`config.mk`:
```
export PLATFORM = sky130hd
export DESIGN_NAME = lutram_access_ctrl
export DESIGN_NICKNAME = d
export VERILOG_FILES = /design/src/rtl/lutram_pkg.sv /design/src/rtl/lutram_response_queue.sv /design/src/rtl/lutram_access_ctrl.sv
export SDC_FILE = /design/constraint.sdc
export NUM_CORES = 1
export LEC_CHECK = 0
export CORE_UTILIZATION = 25
export DETAILED_ROUTE_END_ITERATION = 8
export DONT_BUFFER_PORTS = 1
export PLACE_DENSITY_LB_ADDON = 0.15
export SKIP_CTS_REPAIR_TIMING = 1
export SLEW_MARGIN = 25
export SYNTH_ARGS = -nofsm -noshare
export SYNTH_HDL_FRONTEND = slang
export SYNTH_SLANG_ARGS = --single-unit
export TNS_END_PERCENT = 5
```
`constraint.sdc`:
```
create_clock -name clk_in -period 6.9 [get_ports clk_in]
set_clock_uncertainty 0.05 [all_clocks]
set_input_delay 0.69 -clock clk_in [delete_from_list [all_inputs] [get_ports clk_in]]
set_output_delay 0.69 -clock clk_in [all_outputs]
set_load 0.005 [all_outputs]
```
`src/rtl/lutram_pkg.sv`:
```
// lutram_pkg: state encoding and shared constants for the lutram access front-end
package lutram_pkg;
   typedef enum logic {IDLE, FLUSH} state_t;
   localparam int DEFAULT_ENTRY_WIDTH = 64;
   localparam int RESP_QUEUE_DEPTH = 2;
endpackage

```
`src/rtl/lutram_response_queue.sv`:
```
// lutram_response_queue: 2-entry valid/ready FIFO holding {id, data} read responses
module lutram_response_queue
   import lutram_pkg::*;
#(
   parameter int WIDTH = DEFAULT_ENTRY_WIDTH
) (
   input  logic             clk_in,
   input  logic             reset_in,
   input  logic             push_in,
   input  logic [WIDTH-1:0] push_data_in,
   input  logic             pop_in,
   output logic             valid_out,
   output logic [WIDTH-1:0] data_out,
   output logic [1:0]       count_out
);
   logic [WIDTH-1:0] mem [RESP_QUEUE_DEPTH];
   logic             wr_ptr, rd_ptr, pop;
   logic [1:0]       count;
   assign pop = pop_in && count != 2'd0;
   assign valid_out = count != 2'd0;
   assign data_out = mem[rd_ptr];
   assign count_out = count;
   always_ff @(posedge clk_in)
      if (push_in) mem[wr_ptr] <= push_data_in;
   always_ff @(posedge clk_in) begin
      if (reset_in) begin
         wr_ptr <= 1'b0;
         rd_ptr <= 1'b0;
         count <= 2'd0;
      end else begin
         if (push_in) wr_ptr <= wr_ptr + 1'b1;
         if (pop) rd_ptr <= rd_ptr + 1'b1;
         count <= count + {1'b0, push_in} - {1'b0, pop};
      end
   end
   always_ff @(posedge clk_in)
      if (!reset_in) assert (!(push_in && count == 2'd2));
endmodule

```
`src/rtl/lutram_access_ctrl.sv`:
```
// lutram_access_ctrl: request front-end driving single_port_lutram with read queue and flush sweep
module lutram_access_ctrl
   import lutram_pkg::*;
#(
   parameter int SINGLE_ENTRY_SIZE_IN_BITS = DEFAULT_ENTRY_WIDTH,
   parameter int NUM_SET = 64,
   parameter int SET_PTR_WIDTH_IN_BITS = $clog2(NUM_SET),
   parameter int ID_WIDTH_IN_BITS = 4
) (
   input  logic                                 clk_in,
   input  logic                                 reset_in,
   input  logic                                 request_valid_in,
   output logic                                 request_ready_out,
   input  logic                                 request_write_in,
   input  logic [SET_PTR_WIDTH_IN_BITS-1:0]     request_addr_in,
   input  logic [SINGLE_ENTRY_SIZE_IN_BITS-1:0] request_data_in,
   input  logic [ID_WIDTH_IN_BITS-1:0]          request_id_in,
   output logic                                 response_valid_out,
   input  logic                                 response_ready_in,
   output logic [SINGLE_ENTRY_SIZE_IN_BITS-1:0] response_data_out,
   output logic [ID_WIDTH_IN_BITS-1:0]          response_id_out,
   input  logic                                 flush_in,
   output logic                                 flush_busy_out,
   output logic                                 flush_done_out,
   output logic                                 lutram_access_en_out,
   output logic                                 lutram_write_en_out,
   output logic [SET_PTR_WIDTH_IN_BITS-1:0]     lutram_set_addr_out,
   output logic [SINGLE_ENTRY_SIZE_IN_BITS-1:0] lutram_write_entry_out,
   input  logic [SINGLE_ENTRY_SIZE_IN_BITS-1:0] lutram_read_entry_in
);
   localparam int QW = ID_WIDTH_IN_BITS + SINGLE_ENTRY_SIZE_IN_BITS;
   state_t                         state;
   logic                           inflight, flush_done, idle, flushing, accept, pop, credit, q_valid;
   logic [ID_WIDTH_IN_BITS-1:0]    inflight_id;
   logic [SET_PTR_WIDTH_IN_BITS-1:0] flush_ctr;
   logic [1:0]                     q_count;
   logic [QW-1:0]                  q_data;
   assign idle = !reset_in && state == IDLE;
   assign flushing = !reset_in && state == FLUSH;
   assign pop = response_valid_out && response_ready_in;
   // a pop this cycle frees a slot, which keeps back-to-back reads at full rate
   assign credit = ({1'b0, q_count} + {2'b0, inflight}) < (3'd2 + {2'b0, pop});
   assign request_ready_out = idle && !flush_in && (request_write_in || credit);
   assign accept = request_valid_in && request_ready_out;
   assign lutram_access_en_out = accept || flushing;
   assign lutram_write_en_out = flushing || (accept && request_write_in);
   assign lutram_set_addr_out = flushing ? flush_ctr : accept ? request_addr_in : '0;
   assign lutram_write_entry_out = accept ? request_data_in : '0;
   assign flush_busy_out = flushing;
   assign flush_done_out = flush_done && !reset_in;
   assign response_valid_out = q_valid && !reset_in;
   assign response_data_out = reset_in ? '0 : q_data[SINGLE_ENTRY_SIZE_IN_BITS-1:0];
   assign response_id_out = reset_in ? '0 : q_data[QW-1:SINGLE_ENTRY_SIZE_IN_BITS];
   lutram_response_queue #(.WIDTH(QW)) u_queue (
      .clk_in(clk_in),
      .reset_in(reset_in),
      .push_in(inflight),
      .push_data_in({inflight_id, lutram_read_entry_in}),
      .pop_in(pop),
      .valid_out(q_valid),
      .data_out(q_data),
      .count_out(q_count)
   );
   always_ff @(posedge clk_in) begin
      if (reset_in) begin
         state <= IDLE;
         inflight <= 1'b0;
         inflight_id <= '0;
         flush_ctr <= '0;
         flush_done <= 1'b0;
      end else begin
         inflight <= accept && !request_write_in;
         if (accept && !request_write_in) inflight_id <= request_id_in;
         flush_done <= 1'b0;
         if (state == IDLE) begin
            if (flush_in) begin
               state <= FLUSH;
               flush_ctr <= '0;
            end
         end else begin
            flush_ctr <= flush_ctr + 1'b1;
            if (flush_ctr == SET_PTR_WIDTH_IN_BITS'(NUM_SET - 1)) begin
               state <= IDLE;
               flush_done <= 1'b1;
            end
         end
      end
   end
endmodule

```
==> Flow_metrics.wiki <==
{| class="wikitable"
! Metric !! Value
|-
| Final setup TNS || 0 ns
|-
| M2 GR Usage || 0.166
|-
| Count of mapped cells out of synthesis || around 450
|-
| Number of hold-slack violations in the final timing report || 0
|-
| CP startpoint kind || flop
|-
| Run status || finished clean
|-
| Clock sink count || 154
|-
| Number of cells on the worst reg-to-reg path || 2
|-
| Violation count after the first detailed-route iteration || approximately 190
|-
| Setup crit end kind || output pin
|-
| Largest stage delay on the critical path || about 0.36 ns
|-
| Leading register cell type out of synthesis || edfxtp_1
|-
| Clock slew at the register clock pins of the worst setup and hold paths || 0.06 ns
|-
| Placeable Area || about 25000 um^2
|-
| Library cell contributing the largest single delay on the critical path || dfxtp_1
|-
| Maximum clock rate || between 300 and 400 MHz
|-
| Leading area contributor after synthesis || edfxtp_1
|-
| Number of buffers on the longest clock path || 2
|-
| Worst setup path class || flop to output pin
|-
| Post-synth EDFFs || 136
|-
| Via count of the first global-routing pass || between 3000 and 4000
|-
| Total buffers and inverters traversed by the critical path || 1
|-
| Vias after detailed routing || 3500
|-
| Crit share post-route || 0.444
|-
| Number of standard-cell rows in the floorplan || 58
|-
| Number of antenna violations at the first check in global routing || 0
|-
| Initial Util || 0.256
|-
| Max-cap viol count || 0
|-
| Final cell count without fillers || 792
|-
| Critical path depth || 7
|-
| Worst EP required || 6.16 ns
|-
| Met3 layer usage reported by global route || 0.0441
|-
| Level count of the clock H-tree || 4
|-
| CTS Root Buffer Type || clkbuf_16
|-
| Top-count cell post-synth || edfxtp_1
|-
| Post-synth cell types || 37
|-
| Maximum fanout along the worst path || 71
|-
| Growth of design area from synthesis to finish || 14.4%
|-
| Post-Synthesis Cell Area || 6450 um^2
|-
| Worst hold path class || input pin to flop
|-
| Pwr Density || ~270 nW/um^2
|-
| Fill cells || between 2000 and 3000
|-
| Cell area after placement || around 6800 um^2
|-
| Clock tree from TritonCTS || built
|-
| Xor and xnor fraction of the mapped netlist area || 0.00543
|-
| Largest family of logic cells by synthesized area || simple AND/OR/NAND/NOR gates
|-
| Final-report setup violation count || 0
|-
| Number of synthesized register bits || 154
|-
| Total routed wirelength || 15.2 mm
|-
| Hpwl dp || between 10 and 15 mm
|-
| Final Cell Area || around 7400 um^2
|-
| Category of cells accounting for the largest share of critical-path delay || simple AND/OR/NAND/NOR gates
|-
| Share of post-route cells with drive strength above 1 || 0.104
|-
| Largest net degree at the start of global routing || 86
|-
| Post-synthesis sequential area ratio || 0.689
|-
| Worst supply voltage drop on vdd || about 0.00015 V
|-
| Drc violations || 0
|-
| Worst Setup Slack post-DPL || between 4 and 5 ns
|-
| Static leakage || between 2 and 2.5 nW
|-
| Worst-skew pair later-pin latency || 0.41 ns
|-
| Mean area per synthesized cell || approximately 14 um^2
|-
| Adder and majority gate portion of the synthesized area || 0.00969
|-
| Synthesized net count || 602
|-
| Number of CTS-inserted buffers || 17
|-
| Antenna diode count || 0
|-
| Arrival time reported for the critical path endpoint || approximately 2.3 ns
|-
| Async SR Flop Fraction || 0
|-
| Y dimension of the die || ~160 um
|-
| Most used routing layer || met2
|-
| Unrepaired setup endpoints after global routing || false
|-
| GR Util met1 || 0.142
|-
| Simple-gate share of the synthesized area || 0.131
|-
| CP Cell Sequence || ha_1, ha_1, nor2_1, a311oi_2, nor2_2, buf_4, or2_2
|-
| Post-layout nets || 598
|-
| Floorplan die area || ~26000 um^2
|-
| Top-level I/O count || 288
|-
| Final antenna-violating net count || 0
|-
| Fraction of the mapped netlist area in compound gates || 0.0341
|-
| Final Max Tran Viols || 0
|-
| Count of warnings emitted by yosys || 0
|-
| Worst Hold Depth || 0
|-
| Slew @ Worst Pin || ~0.87 ns
|-
| Clock period minus final worst setup slack || 3.06 ns
|-
| Port Buffers || 0
|-
| Worst setup margin || 3.84 ns
|-
| First-pass GRT wire length || between 20 and 25 mm
|-
| Top cell type's share of synthesized area || 0.633
|-
| Max-slew headroom || 0.416
|-
| Vias/cell || approximately 4.4
|-
| Width of the die || approximately 160 um
|-
| Library cell appearing most often on the critical path || ha_1
|-
| Synth area leaders || edfxtp_1 63%, mux2i_1 11%, and2_1 6.5%
|-
| DP Cell Count || ~760
|-
| Ranking of synthesized cells by instance count || 136 x edfxtp_1, 75 x nor2_1, 70 x mux2i_1
|-
| Total GRT Usage || 0.111
|-
| Aggregate global routing overflow || 0
|-
| Share of synthesized area spent on multiplexers || 0.110
|-
| Average wire per cell in the routed design || around 19 um
|-
| Length of the first detailed-routing pass in iterations || 4
|-
| Final RePlAce weighted congestion || about 0.73
|}
power by group:
group / internal (W) / leakage, nW / total, W / switching, W
Combinational: 0.0000248 / 0.682 / 0.0000627 / 0.0000379
Clock: 0.000539 / 0.278 / 0.000930 / 0.000391
Sequential: 0.00102 / 1.39 / 0.00103 / 0.00000821
per-stage QoR:
| step | util | power [W] | hold WS (ns) |
|---|---|---|---|
| 2_1_floorplan | - | 0.00111 | 0.368 |
| 3_3_place_gp | 0.268 | 0.00112 | 0.384 |
| 3_5_place_dp | 0.268 | 0.00112 | 0.397 |
| 4_1_cts | 0.292 | 0.00207 | 0.276 |
| 5_1_grt | 0.292 | 0.00211 | 0.284 |
| 6_report | 0.292 | 0.00202 | 0.316 |
layout by cell type, fill, tap and decap left out, types with 4 or more instances in the layout:
master	n
inv_6	5
and2_1	66
dfxtp_1	17
mux2i_1	70
nand2_1	5
nor2b_1	4
nand3_1	4
nor2_1	75
a22o_1	6
edfxtp_1	136
a311oi_1	4
clkbuf_16	17
ha_1	5
logic make-up (layout without fill, tap and decap cells):
group | after synthesis | count (layout)
DFF | 154 | 154
and+or+nand+nor | 166 | 166
muxes | 71 | 71
adders and majority gates | 5 | 5
buffers and inverters | 30 | 39
AOI/OAI and AO/OA | 23 | 23
xor gates and xnor gates | 4 | 4
flip-flops by register name, summed over array words and instances (netlist names), named ones only:
name and cells:
flush_done 1, u_queue.rd_ptr 1, flush_ctr 6, state 1
u_queue.wr_ptr 1, u_queue.mem 136, u_queue.count_out 2, inflight 1
inflight_id 4
final timing paths:
kind	startpoint	endpoint	slack, ns
max reg2reg	inflight	u_queue.mem[0][19]	4.63
min	lutram_read_entry_in[1]	u_queue.mem[0][1]	0.32
max	inflight	lutram_access_en_out	3.84
min reg2reg	inflight_id[1]	u_queue.mem[1][65]	0.41
area by class of cell:
| type | count | area (um^2) | area share |
|---|---|---|---|
| Clock buffer | 17 | 425 | 0.0576 |
| Sequential cell | 154 | 4450 | 0.602 |
| Clock inverter | 15 | 163 | 0.0220 |
| Multi-Input combinational cell | 269 | 1880 | 0.255 |
| Inverter | 3 | 11.3 | 0.00152 |
| Tap cell | 330 | 413 | 0.0559 |
| Timing Repair Buffer | 4 | 42.5 | 0.00576 |
layer usage:
layer,vias to the layer above,wire (um),share of wire
met1,1710,6520,0.43
met4,0,216,0.014
met3,10,1440,0.095
met5,-,0,0
met2,158,7000,0.46
li1,1622,-,-
No activity file was read; power rests on OpenSTA's default activity.
